### config.mk
export PLATFORM = sky130hd
export DESIGN_NAME = sec32_check_gen_flat
export DESIGN_NICKNAME = d
export VERILOG_FILES = /design/src/rtl/sec32_check_gen_if.sv /design/src/rtl/sec32_check_gen.sv /design/src/flat_wrapper.sv
export SDC_FILE = /design/constraint.sdc
export NUM_CORES = 1
export LEC_CHECK = 0
export ABC_AREA = 1
export CAP_MARGIN = 5
export CORE_MARGIN = 2
export CORE_UTILIZATION = 50
export DETAILED_ROUTE_END_ITERATION = 10
export GPL_ROUTABILITY_DRIVEN = 0
export PLACE_DENSITY_LB_ADDON = 0.2
export SLEW_MARGIN = 20
export SYNTH_ARGS = -nofsm -noshare
export SYNTH_HDL_FRONTEND = slang
export SYNTH_SLANG_ARGS = --single-unit
### constraint.sdc
create_clock -name Gclk -period 2.62 [get_ports Gclk]
set_clock_uncertainty 0.1 [all_clocks]
set_input_delay 0.262 -clock Gclk [delete_from_list [all_inputs] [get_ports Gclk]]
set_output_delay 0.262 -clock Gclk [all_outputs]
set_load 0.02 [all_outputs]
### src/rtl/sec32_check_gen_if.sv
// sec32_check_gen_if: upstream data stream and downstream codeword stream of the SEC check generator.
// master drives words in and takes codewords out; slave is the generator itself.
interface sec32_check_gen_if;
    logic        in_valid;
    logic        in_ready;
    logic [31:0] in_data;
    logic        in_corr;
    logic        out_valid;
    logic        out_ready;
    logic [31:0] God;
    logic [7:0]  Goc;
    logic        Gr;

    modport master (
        output in_valid, in_data, in_corr, out_ready,
        input  in_ready, out_valid, God, Goc, Gr
    );

    modport slave (
        input  in_valid, in_data, in_corr, out_ready,
        output in_ready, out_valid, God, Goc, Gr
    );
endinterface

### src/rtl/sec32_check_gen.sv
// sec32_check_gen: 32-bit SEC encoder feeding a 2-entry skid buffer; optional one-shot
// single-bit error injection when SEC_ERR_INJECT_EN is defined.
module sec32_check_gen #(
    parameter int CNT_W = 16
) (
    input  logic             Gclk,
    input  logic             Grst_n,
    sec32_check_gen_if.slave bus,
    output logic [CNT_W-1:0] word_cnt
`ifdef SEC_ERR_INJECT_EN
    ,
    input  logic             inj_arm,
    input  logic [5:0]       inj_bit
`endif
);
    typedef enum logic [1:0] {EMPTY, ONE, TWO} state_t;

    state_t             state_q, state_d;
    logic [40:0]        a_q, a_d, b_q, b_d;
    logic               in_ready_q, in_ready_d;
    logic [CNT_W-1:0]   cnt_q, cnt_d;
    logic [39:0]        flip;
    logic [40:0]        new_entry;
    logic               in_xfer, out_xfer;

    // Entry layout {corr, check[7:0], data[31:0]}; codeword bit i maps to entry bit i.
    function automatic logic [7:0] gen_check(input logic [31:0] d);
        return {^(d & 32'h8888F0F0), ^(d & 32'h44440F0F), ^(d & 32'h2222FF00), ^(d & 32'h111100FF),
                ^(d & 32'hF0F08888), ^(d & 32'h0F0F4444), ^(d & 32'hFF002222), ^(d & 32'h00FF1111)};
    endfunction

    assign in_xfer   = bus.in_valid & in_ready_q;
    assign out_xfer  = (state_q != EMPTY) & bus.out_ready;
    assign new_entry = {bus.in_corr, {gen_check(bus.in_data), bus.in_data} ^ flip};

`ifdef SEC_ERR_INJECT_EN
    logic arm_q, arm_d, arm_eff;

    // Arming in the same cycle as a transfer applies to that word.
    assign arm_eff = arm_q | inj_arm;
    assign flip    = (arm_eff && inj_bit < 6'd40) ? 40'd1 << inj_bit : '0;

    always_comb arm_d = in_xfer ? 1'b0 : arm_eff;

    always_ff @(posedge Gclk or negedge Grst_n) begin
        if (!Grst_n) arm_q <= 1'b0;
        else         arm_q <= arm_d;
    end
`else
    assign flip = '0;
`endif

    always_comb begin
        state_d = state_q;
        a_d     = a_q;
        b_d     = b_q;
        case (state_q)
            EMPTY: begin
                if (in_xfer) begin
                    a_d     = new_entry;
                    state_d = ONE;
                end
            end
            ONE: begin
                if (in_xfer && out_xfer) begin
                    a_d = new_entry;
                end else if (in_xfer) begin
                    b_d     = new_entry;
                    state_d = TWO;
                end else if (out_xfer) begin
                    state_d = EMPTY;
                end
            end
            TWO: begin
                if (out_xfer) begin
                    a_d     = b_q;
                    state_d = ONE;
                end
            end
            default: state_d = EMPTY;
        endcase
        in_ready_d = (state_d != TWO);
        cnt_d      = cnt_q + CNT_W'(in_xfer);
    end

    always_ff @(posedge Gclk or negedge Grst_n) begin
        if (!Grst_n) begin
            state_q    <= EMPTY;
            a_q        <= '0;
            b_q        <= '0;
            in_ready_q <= 1'b1;
            cnt_q      <= '0;
        end else begin
            state_q    <= state_d;
            a_q        <= a_d;
            b_q        <= b_d;
            in_ready_q <= in_ready_d;
            cnt_q      <= cnt_d;
        end
    end

    assign bus.in_ready  = in_ready_q;
    assign bus.out_valid = (state_q != EMPTY);
    assign bus.God       = a_q[31:0];
    assign bus.Goc       = a_q[39:32];
    assign bus.Gr        = a_q[40];
    assign word_cnt      = cnt_q;
endmodule

### src/flat_wrapper.sv
// flat-port wrapper written by rule: the top's interface ports become plain ports
module sec32_check_gen_flat 
#(
    parameter int CNT_W = 16
)
  (Gclk, Grst_n, word_cnt, bus_in_valid, bus_in_data, bus_in_corr, bus_out_ready, bus_in_ready, bus_out_valid, bus_God, bus_Goc, bus_Gr);
  sec32_check_gen_if bus_i ();
  input  logic Gclk;
  input  logic Grst_n;
  output logic [CNT_W-1:0] word_cnt;
  input wire logic [$bits(bus_i.in_valid)-1:0] bus_in_valid;
  input wire logic [$bits(bus_i.in_data)-1:0] bus_in_data;
  input wire logic [$bits(bus_i.in_corr)-1:0] bus_in_corr;
  input wire logic [$bits(bus_i.out_ready)-1:0] bus_out_ready;
  output wire logic [$bits(bus_i.in_ready)-1:0] bus_in_ready;
  output wire logic [$bits(bus_i.out_valid)-1:0] bus_out_valid;
  output wire logic [$bits(bus_i.God)-1:0] bus_God;
  output wire logic [$bits(bus_i.Goc)-1:0] bus_Goc;
  output wire logic [$bits(bus_i.Gr)-1:0] bus_Gr;
  assign bus_i.in_valid = bus_in_valid;
  assign bus_i.in_data = bus_in_data;
  assign bus_i.in_corr = bus_in_corr;
  assign bus_i.out_ready = bus_out_ready;
  assign bus_in_ready = bus_i.in_ready;
  assign bus_out_valid = bus_i.out_valid;
  assign bus_God = bus_i.God;
  assign bus_Goc = bus_i.Goc;
  assign bus_Gr = bus_i.Gr;
  sec32_check_gen #(.CNT_W(CNT_W)) u_core (.Gclk(Gclk), .Grst_n(Grst_n), .bus(bus_i), .word_cnt(word_cnt));
endmodule
==> metrics <==
GRT Total Usage=~23%; antenna violations before repair=0; CP Launch Type=flop; HP Class=in2async; status=finished, final reports clean; TritonCTS Buffers=9; HPWL Detailed=around 9 mm; Crit-path slowest cell=clkinv_2; critical path type=reg2reg; setup tns final=0 ps; die area=between 10,000 and 15,000 um2; area of the multi-input gates=roughly 2500 um2; max cap viols=0; Syn-to-layout area delta=22.9%; Antenna diodes=0; clock buffer depth=2; synthesized area=roughly 5500 um2; DRC=0; maximum vdd drop=slightly above 0.5 mV; crit-path max FO=between 70 and 80; Max Freq=~440 MHz; register area=approximately 2500 um2; FP Rows=38; DRT antenna net count=0; most common cell after layout, fill and taps aside=nand2_1; CTS Sinks=just over 100; data arrival time of the critical path=roughly 2400 ps; Leakage=0.00346 uW; ys async rst share=100%; routed len/inst=about 13 um; # fillers=just under 1,000; Syn Area/Cell=7.13 um2; CP bufs+invs=1; #FFs+latches synth=between 100 and 150; initial core utilization=about half; Netlist cell types=27; via count=5,010; crit path cell chain=nand2_1, nor2_4, clkinv_2, o21ai_0; cell count after synthesis=~770; pin count of the biggest net entering global routing=76; clock insertion delay at the later pin of the skew report=around 370 ps; Die X=about 110 um; Final Hold Viols=0; PD cells=between 900 and 1000 nW/um2; final net count=slightly below 900; CTS tree=built; Clock Pin Slew Worst Setup and Hold Paths=~90 ps; final worst path period need=between 2000 and 2500 ps; Top FF cell, synth=dfrtp_1; most frequent cells in the layout=nand2_1, dfrtp_1, clkdlybuf4s50_1; Worst-Margin Slew=860 ps; die height=~110 um; Largest stage delay, worst path=a little over 700 ps; number of flops mapped to enable cells by yosys=0; drt pass-1 iters=5; ranking of synthesized cells by area=dfrtp_1, nand2_1, nor2_1; relative slew slack=between 40% and 50%; Ys Warns=0; Ports=96; initial DRC count=around 270; # H-tree levels=3; leading area contributor after synthesis=dfrtp_1; I/O Buffers=95; Setup Viol. Count Final=0; first-pass GRT wire length=approximately 21 mm; part of the Yosys area used for sequential elements=a little under half; Overflow after GRT=0; CTS root buffer=clkbuf_8; Req. time, crit path=around 2800 ps; CP Capture Type=flop; Slew Limit Fails=0; vias in the first global route=between 4,000 and 5,000; Core Util, Final=roughly 63%; share of layout cells above drive strength 1=slightly below 4%; Synth top area share=45.8%; Post-CTS Setup Inserts=0; CP delay by family, top=buffers and inverters; Synthesized Nets=806; final worst-path cycle share=approximately 87%; DRT Wirelength=12.7 mm; RSZ-0062 raised after global routing=no; vias per inst=5.04; CORE AREA=10,700 um2
-- registers in the layout (all words and copies together) (netlist names) --
name / count
u_core.a_q: 41
u_core.b_q: 41
u_core.word_cnt: 16
u_core.state_q: 2
u_core.bus.in_ready: 1
-- worst register-to-register path, delay by kind of cell (launching register included) --
family | cells | cell delay [ps]
buf+inv | 1 | 720
simple gates | 2 | 330
flops | 1 | 550
compound gates | 1 | 470
-- kinds of logic (layout without fill, tap and decap cells) --
group,Yosys count,count (layout),synth area share (%)
flip-flops,101,101,46.2
adder cells (fa/ha/maj),2,2,0.457
AND/OR/NAND/NOR,469,469,34.1
AO/OA/AOI/OAI,70,70,7.16
XOR/XNOR,29,29,4.64
buffers and inverters,96,184,7.39
-- final cells by class --
cell class,count,share of cell area [%]
timing repair buffer,100,15.1
multi-input combinational,570,37.8
sequential,101,37.6
tap,140,2.61
clock inverter,4,0.800
clock buffer,12,2.31
inverter,68,3.81
-- Yosys cell counts (2+ instances only) --
cell type	n
a21oi_1	2
a31oi_1	33
buf_2	15
buf_6	3
clkbuf_1	8
clkbuf_2	2
dfrtp_1	100
ha_1	2
inv_1	65
inv_2	3
nand2_1	356
nand3_1	21
nand4_1	7
nor2_1	73
nor2_2	3
nor2_4	3
o21ai_0	25
o21ai_1	10
xnor2_1	18
xor2_1	11
-- what timing repair did --
action,4_1_cts,5_1_grt
endpoints found under the hold margin,45,0
hold buffers,1,0
gates resized for setup,0,0
setup endpoints to repair,0,0
-- worst paths after layout --
| check | startpoint | endpoint | slack, ps | cells past startpoint |
|---|---|---|---|---|
| setup / recovery | u_core.bus.in_ready | u_core.b_q[14] | 350 | 4 |
| hold / removal | Grst_n | u_core.a_q[11] | 330 | 2 |
| setup reg to reg | u_core.bus.in_ready | u_core.b_q[14] | 350 | 4 |
| hold reg to reg | u_core.word_cnt[15] | u_core.word_cnt[15] | 380 | 1 |
| max in group asynchronous | Grst_n | u_core.bus.in_ready | 1340 | 3 |
| min in group Gclk | bus_in_corr | u_core.b_q[40] | 370 | 3 |
-- report_power, final --
part           leakage, uW  internal, uW  switching [uW]  total [uW]
registers          0.00122          2250             408        2650
logic              0.00214          1160            1440        2600
clock network    0.0000992           498             545        1040
total              0.00346          3900            2400        6300
-- routing by layer --
| layer | routed length, um | global-route usage [%] | vias up |
|---|---|---|---|
| met5 | 0 | 0 | - |
| met4 | 190 | 8.52 | 0 |
| met3 | 515 | 3.86 | 16 |
| met2 | 6280 | 39.5 | 117 |
| met1 | 5670 | 28.8 | 2345 |
| li1 | - | - | 2532 |
-- through the flow --
stage | worst slack [ps] | instance area [um2] | cells | hold slack (ps) | total power (uW)
after detailed placement | 171 | 6500 | 978 | 202 | 5300
after CTS | 361 | 6720 | 995 | 344 | 6350
after global routing | 75.2 | 6720 | 995 | 357 | 6740
after floorplan | 479 | 5470 | 767 | -134 | 4140
after global placement | 282 | 6500 | 978 | 207 | 5220
final | 350 | 6720 | 995 | 332 | 6300
(Power assumes the default switching activity.)
==> RTL change 1: new RTL, same settings <==
`CNT_W` is set to 16 in 2 places; all go to 32.
--- a/src/rtl/sec32_check_gen.sv
+++ b/src/rtl/sec32_check_gen.sv
@@ -1,7 +1,7 @@
 // sec32_check_gen: 32-bit SEC encoder feeding a 2-entry skid buffer; optional one-shot
 // single-bit error injection when SEC_ERR_INJECT_EN is defined.
 module sec32_check_gen #(
-    parameter int CNT_W = 16
+    parameter int CNT_W = 32
 ) (
     input  logic             Gclk,
     input  logic             Grst_n,
--- a/src/flat_wrapper.sv
+++ b/src/flat_wrapper.sv
@@ -1,7 +1,7 @@
 // flat-port wrapper written by rule: the top's interface ports become plain ports
 module sec32_check_gen_flat 
 #(
-    parameter int CNT_W = 16
+    parameter int CNT_W = 32
 )
   (Gclk, Grst_n, word_cnt, bus_in_valid, bus_in_data, bus_in_corr, bus_out_ready, bus_in_ready, bus_out_valid, bus_God, bus_Goc, bus_Gr);
   sec32_check_gen_if bus_i ();
Interface: changed (resized word_cnt); port bits go from 96 to 112. The function was not compared with the original's and may differ.
==> RTL change 1 against the unedited design <==
Design area grew 20%; sequential cell count grew 16; synthesized area rose by 15%; global-route usage up 1.4 points; maximum frequency shrank 4.3%; setup slack lost 0.10 ns; hold slack got worse by 0.092 ns; total power rose by 20%; wire length is 21% higher; sequential share of layout area decreased by 1.4 points.
==> RTL change 1: results (changes against the unedited design) <==
** Finish
- Clock buf/inv share :: 0.06281 (+0.03173)
- The proportion of layout cells with a drive suffix above 1 was 0.04016 (+0.0003946).
- Non-clock buffer instance count of the final layout :: 119 (+19%)
- Area taken by multi-input logic gates :: 2942 um^2 (+16%)
- Sequential share of cell area :: 0.3622 (-0.01391)
- The number of nets in the layout is 1022 (+15%).
- The area share of buffers outside the clock network came to 0.1510 (+0.0002645).
- The number of signal-net inverters in the final layout was 74 (+8.8%).
- Clock buffer count in the final layout :: 27 (+15)

** Setup path
- The setup slack of the worst register-to-register path came to 0.25 ns (-0.10 ns).
- Critical path fanouts, max :: 4 (-95%)
- Capture point of the critical path :: u_core.word_cnt[27]
- Crit path DAT :: 2.57 ns (+0.14 ns)
- Capturing point of the worst reg2reg path :: u_core.word_cnt[27]
- Reg2Reg Depth :: 9 (+5)

** Route
- The total length of routed met2 wires came to 6952 um (+11%).
- The total via count after detailed routing was 5758 (+15%).
- The wire length on met1 is 7189 um (+27%).
- The violation count after the first detailed-routing iteration was 410 (+54%).
- Pre-antenna DRT Iters :: 8 (+3)
- Met3 wire length :: 911 um (+77%)
- Wire length after detailed routing :: 15290 um (+21%)

** Power and ir drop
- Peak VDD IR :: 0.0007330 V (+45%)
- The sequential fraction of design power is 0.381 (-0.040).
- Part of the power in combinational logic :: 0.353 (-0.060)
- The power in combinational cells is 2.67 mW (+3%).
- The standby leakage power was 4.124 nW (+19%).
- The internal power summed over all cells was 4.889 mW (+25%).

** Synth
- Synthesized-area fraction occupied by adder cells :: 0.003982 (-0.0005939)
- The count of distinct cell types in the synthesized netlist came to 25 (-7.4%).
- The sequential fraction of the synthesis area is 0.4661 (+0.003691).
- The register bit count reported by yosys was 117 (+16%).
- Fraction of the mapped netlist area in compound gates :: 0.06251 (-0.009096)
- Leading post-synthesis cells by instance count :: sky130_fd_sc_hd__nand2_1, sky130_fd_sc_hd__dfrtp_1, sky130_fd_sc_hd__nor2_1, sky130_fd_sc_hd__inv_1, sky130_fd_sc_hd__nand3_1
- Parity-gate share of the synthesized area counting xor and xnor cells :: 0.06132 (+0.01488)
- Cell types occupying the most area after synthesis :: sky130_fd_sc_hd__dfrtp_1, sky130_fd_sc_hd__nand2_1, sky130_fd_sc_hd__nor2_1
- Syn_nets :: 914 (+13%)

** GRT
- M1 GR Usage :: 0.3307 (+0.04264)
- Grt met3 use :: 0.05968 (+0.02110)
- Global-route met2 utilization :: 0.3789 (-0.01614)
- Wire length of the first global-routing pass :: 25190 um (+17%)
- Pin count of the biggest net entering global routing :: 54 (-29%)
- Vias in the first global route :: 5332 (+9.2%)

** Outcome
- Status :: finished clean

** STA
- The time the worst path needs with I/O delays and setup was 2.371 ns (+0.1011 ns).
- The headroom to the max-slew limit came to 0.6415 (+0.2154).

** Clocking
- H-tree Lvls :: 4 (+1)
- Clock root buffer master :: sky130_fd_sc_hd__clkbuf_16
- The clock latency of the later-clocked register in the worst-skew pair is 0.42 ns (+0.05 ns).
- The number of buffers created by CTS was 17 (+8).

** Placement
- Number of I/O port buffers :: 111 (+17%)
[RTL change 1: metrics by stage]
stage	setup slack, ns	std cells	area, um^2	hold WS, ns	util
2_1_floorplan	0.5758	875	6285	-0.1336	-
3_3_place_gp	0.2094	1131	7570	0.1479	0.6224
3_5_place_dp	0.1260	1131	7570	0.1478	0.6224
4_1_cts	0.2845	1164	8088	0.2401	0.6650
5_1_grt	0.01511	1164	8088	0.2813	0.6650
6_report	0.2486	1164	8088	0.2397	0.6650
[RTL change 1: worst max-delay path: stages, from the launching register on]
cell,delay (ns)
sky130_fd_sc_hd__dfstp_2,0.52
sky130_fd_sc_hd__nand2_1,0.09
sky130_fd_sc_hd__inv_1,0.11
sky130_fd_sc_hd__ha_1,0.23
sky130_fd_sc_hd__nand3_1,0.16
sky130_fd_sc_hd__nor2_1,0.25
sky130_fd_sc_hd__nand2_1,0.18
sky130_fd_sc_hd__nor3_1,0.29
sky130_fd_sc_hd__nand3_1,0.15
sky130_fd_sc_hd__xnor2_1,0.15
==> RTL change 2: new RTL, same flow settings <==
Without the edit above. Encoding of `state_t`: now one-hot (3 bits for 3 states).
--- a/src/rtl/sec32_check_gen.sv
+++ b/src/rtl/sec32_check_gen.sv
@@ -13,7 +13,7 @@
     input  logic [5:0]       inj_bit
 `endif
 );
-    typedef enum logic [1:0] {EMPTY, ONE, TWO} state_t;
+    typedef enum logic [2:0] {EMPTY = 3'b001, ONE = 3'b010, TWO = 3'b100} state_t;
 
     state_t             state_q, state_d;
     logic [40:0]        a_q, a_d, b_q, b_d;
Formal check against the unedited RTL: same outputs for any inputs over 4 cycles, from zero or initial values and one cycle with Grst_n low; so few cycles prove little.
==> RTL change 2 against the unedited design <==
Die area grew 1.9%; final cell count grew 0.30%; total power grew 11%; hold slack lost 0.011 ns; wire length is essentially flat; design area grew 1.9%; synthesized area grew 1.9%; sequential cell count grew 1; setup slack gained 0.24 ns; critical path type unchanged.
==> RTL change 2: results (changes against the unedited design) <==
** GRT
- M1 GR Usage :: 0.2828 (-0.005338)
- Pin count of the biggest net entering global routing :: 83 (+9.2%)
- Antenna violations before repair :: 0 (unchanged)
- Wire length of the first global-routing pass :: 21690 um (+0.93%)
- The total track usage was 0.2285 (-0.0005233).
- Global-route met2 utilization :: 0.4065 (+0.01144)
- Grt met3 use :: 0.03201 (-0.006568)
- The number of global-route vias before repair came to 4819 (-1.4%).

** Setup path
- Crit path DAT :: 2.19 ns (-0.24 ns)
- The count of cells along the worst register-to-register path came to 8 (+4).
- The setup slack of the worst register-to-register path was 0.59 ns (+0.24 ns).
- In this run the worst setup path terminates at u_core.word_cnt[14].
- Critical path fanouts, max :: 4 (-95%)

** Synth
- Syn_nets :: 809 (+0.37%)
- The count of distinct cell types in the synthesized netlist was 29 (+7.4%).
- Leading post-synthesis cells by instance count :: sky130_fd_sc_hd__nand2_1, sky130_fd_sc_hd__dfrtp_1, sky130_fd_sc_hd__inv_1, sky130_fd_sc_hd__o21ai_1, sky130_fd_sc_hd__nor2_1
- Part of the Yosys area used for sequential elements :: 0.4583 (-0.004107)

** Finish
- Net count reported at finish :: 892 (+0.34%)
- Fill cell total of the finished layout :: 984 (+0.20%)
- Proportion of layout cells with a drive suffix above 1 :: 0.04079 (+0.001026)

** Outcome
- The flow ran to the end, and the final reports show no timing, DRC or antenna violations.

** Route
- Wire length after detailed routing :: 12670 um (about the same)
- Pre-antenna DRT Iters :: 4 (-1)
- Vias after detailed routing :: 5014 (+0.080%)
- Count of routing violations after the opening detailed-route iteration :: 263 (-1.1%)

** Placement
- Post-detailed-placement half-perimeter wirelength :: 9439 um (+3.5%)

** Power and ir drop
- Peak VDD IR :: 0.001430 V (+180%)
- Leakage power :: 3.609 nW (+4.4%)

** STA
- The headroom to the max-slew limit came to 0.6204 (+0.1943).
- The tightest hold margin came to 0.3210 ns (-0.01082 ns).
RTL change 2: cell type report:
| class | count | area, um^2 | share of cell area |
|---|---|---|---|
| tap | 140 | 175.2 | 0.02557 |
| sequential | 102 | 2555 | 0.3729 |
| clock inverter | 5 | 60.06 | 0.008766 |
| multi-input combinational | 558 | 2572 | 0.3755 |
| timing repair buffer | 103 | 1061 | 0.1549 |
| inverter | 79 | 296.5 | 0.04328 |
| clock buffer | 11 | 131.4 | 0.01917 |
RTL change 2: repair_timing:
item,in CTS,in global routing
hold endpoints to repair,43,0
hold buffers,1,0
setup buffers,0,0
RTL change 2: cell families after synthesis:
family / synth area share
adder cells (fa/ha/maj): 0.004488
AO/OA/AOI/OAI: 0.09830
flip-flops: 0.4583
XOR/XNOR: 0.06912
AND/OR/NAND/NOR: 0.2890
buffers and inverters: 0.08079
RTL change 2: critical path, cell delays in order, from the launching register on:
cell	delay (ns)
sky130_fd_sc_hd__dfstp_2	0.53
sky130_fd_sc_hd__nand2_1	0.09
sky130_fd_sc_hd__inv_2	0.10
sky130_fd_sc_hd__ha_1	0.18
sky130_fd_sc_hd__ha_1	0.19
sky130_fd_sc_hd__nand3_1	0.16
sky130_fd_sc_hd__nor3_1	0.28
sky130_fd_sc_hd__nand3_1	0.14
sky130_fd_sc_hd__xor2_1	0.16
RTL change 2: stage by stage:
stage	util	area, um^2	setup slack [ns]	power, mW	cells
floorplan	-	5575	0.6924	4.782	770
global placement	0.6135	6650	0.4195	5.911	981
detailed placement	0.6135	6650	0.3636	6.036	981
CTS	0.6320	6852	0.5570	7.035	998
global route	0.6320	6852	0.3815	7.549	998
finish	0.6320	6852	0.5874	6.970	998
RTL change 2: per-layer routing:
metal / vias up / wire [um]
met2: 115 / 6288
met1: 2329 / 5634
met4: 0 / 222
li1: 2555 / -
met3: 15 / 519
met5: - / 0
RTL change 2: power groups by stage:
stage	logic, mW	clock network, mW	registers [mW]
after detailed placement	3.29	0	2.74
after global placement	3.20	0	2.71
after CTS	3.31	1.01	2.72
after floorplan	1.65	0	3.13
final	3.28	0.975	2.72
after global routing	3.67	1.07	2.81
RTL change 2: worst min path at each step:
stage	start	end	cells past startpoint
2_1_floorplan	Grst_n	u_core.a_q[0]	0
3_3_place_gp	Grst_n	u_core.word_cnt[9]	1
3_5_place_dp	Grst_n	u_core.word_cnt[5]	1
4_1_cts	Grst_n	u_core.word_cnt[5]	2
5_1_grt	Grst_n	u_core.word_cnt[5]	2
6_report	Grst_n	u_core.word_cnt[5]	2
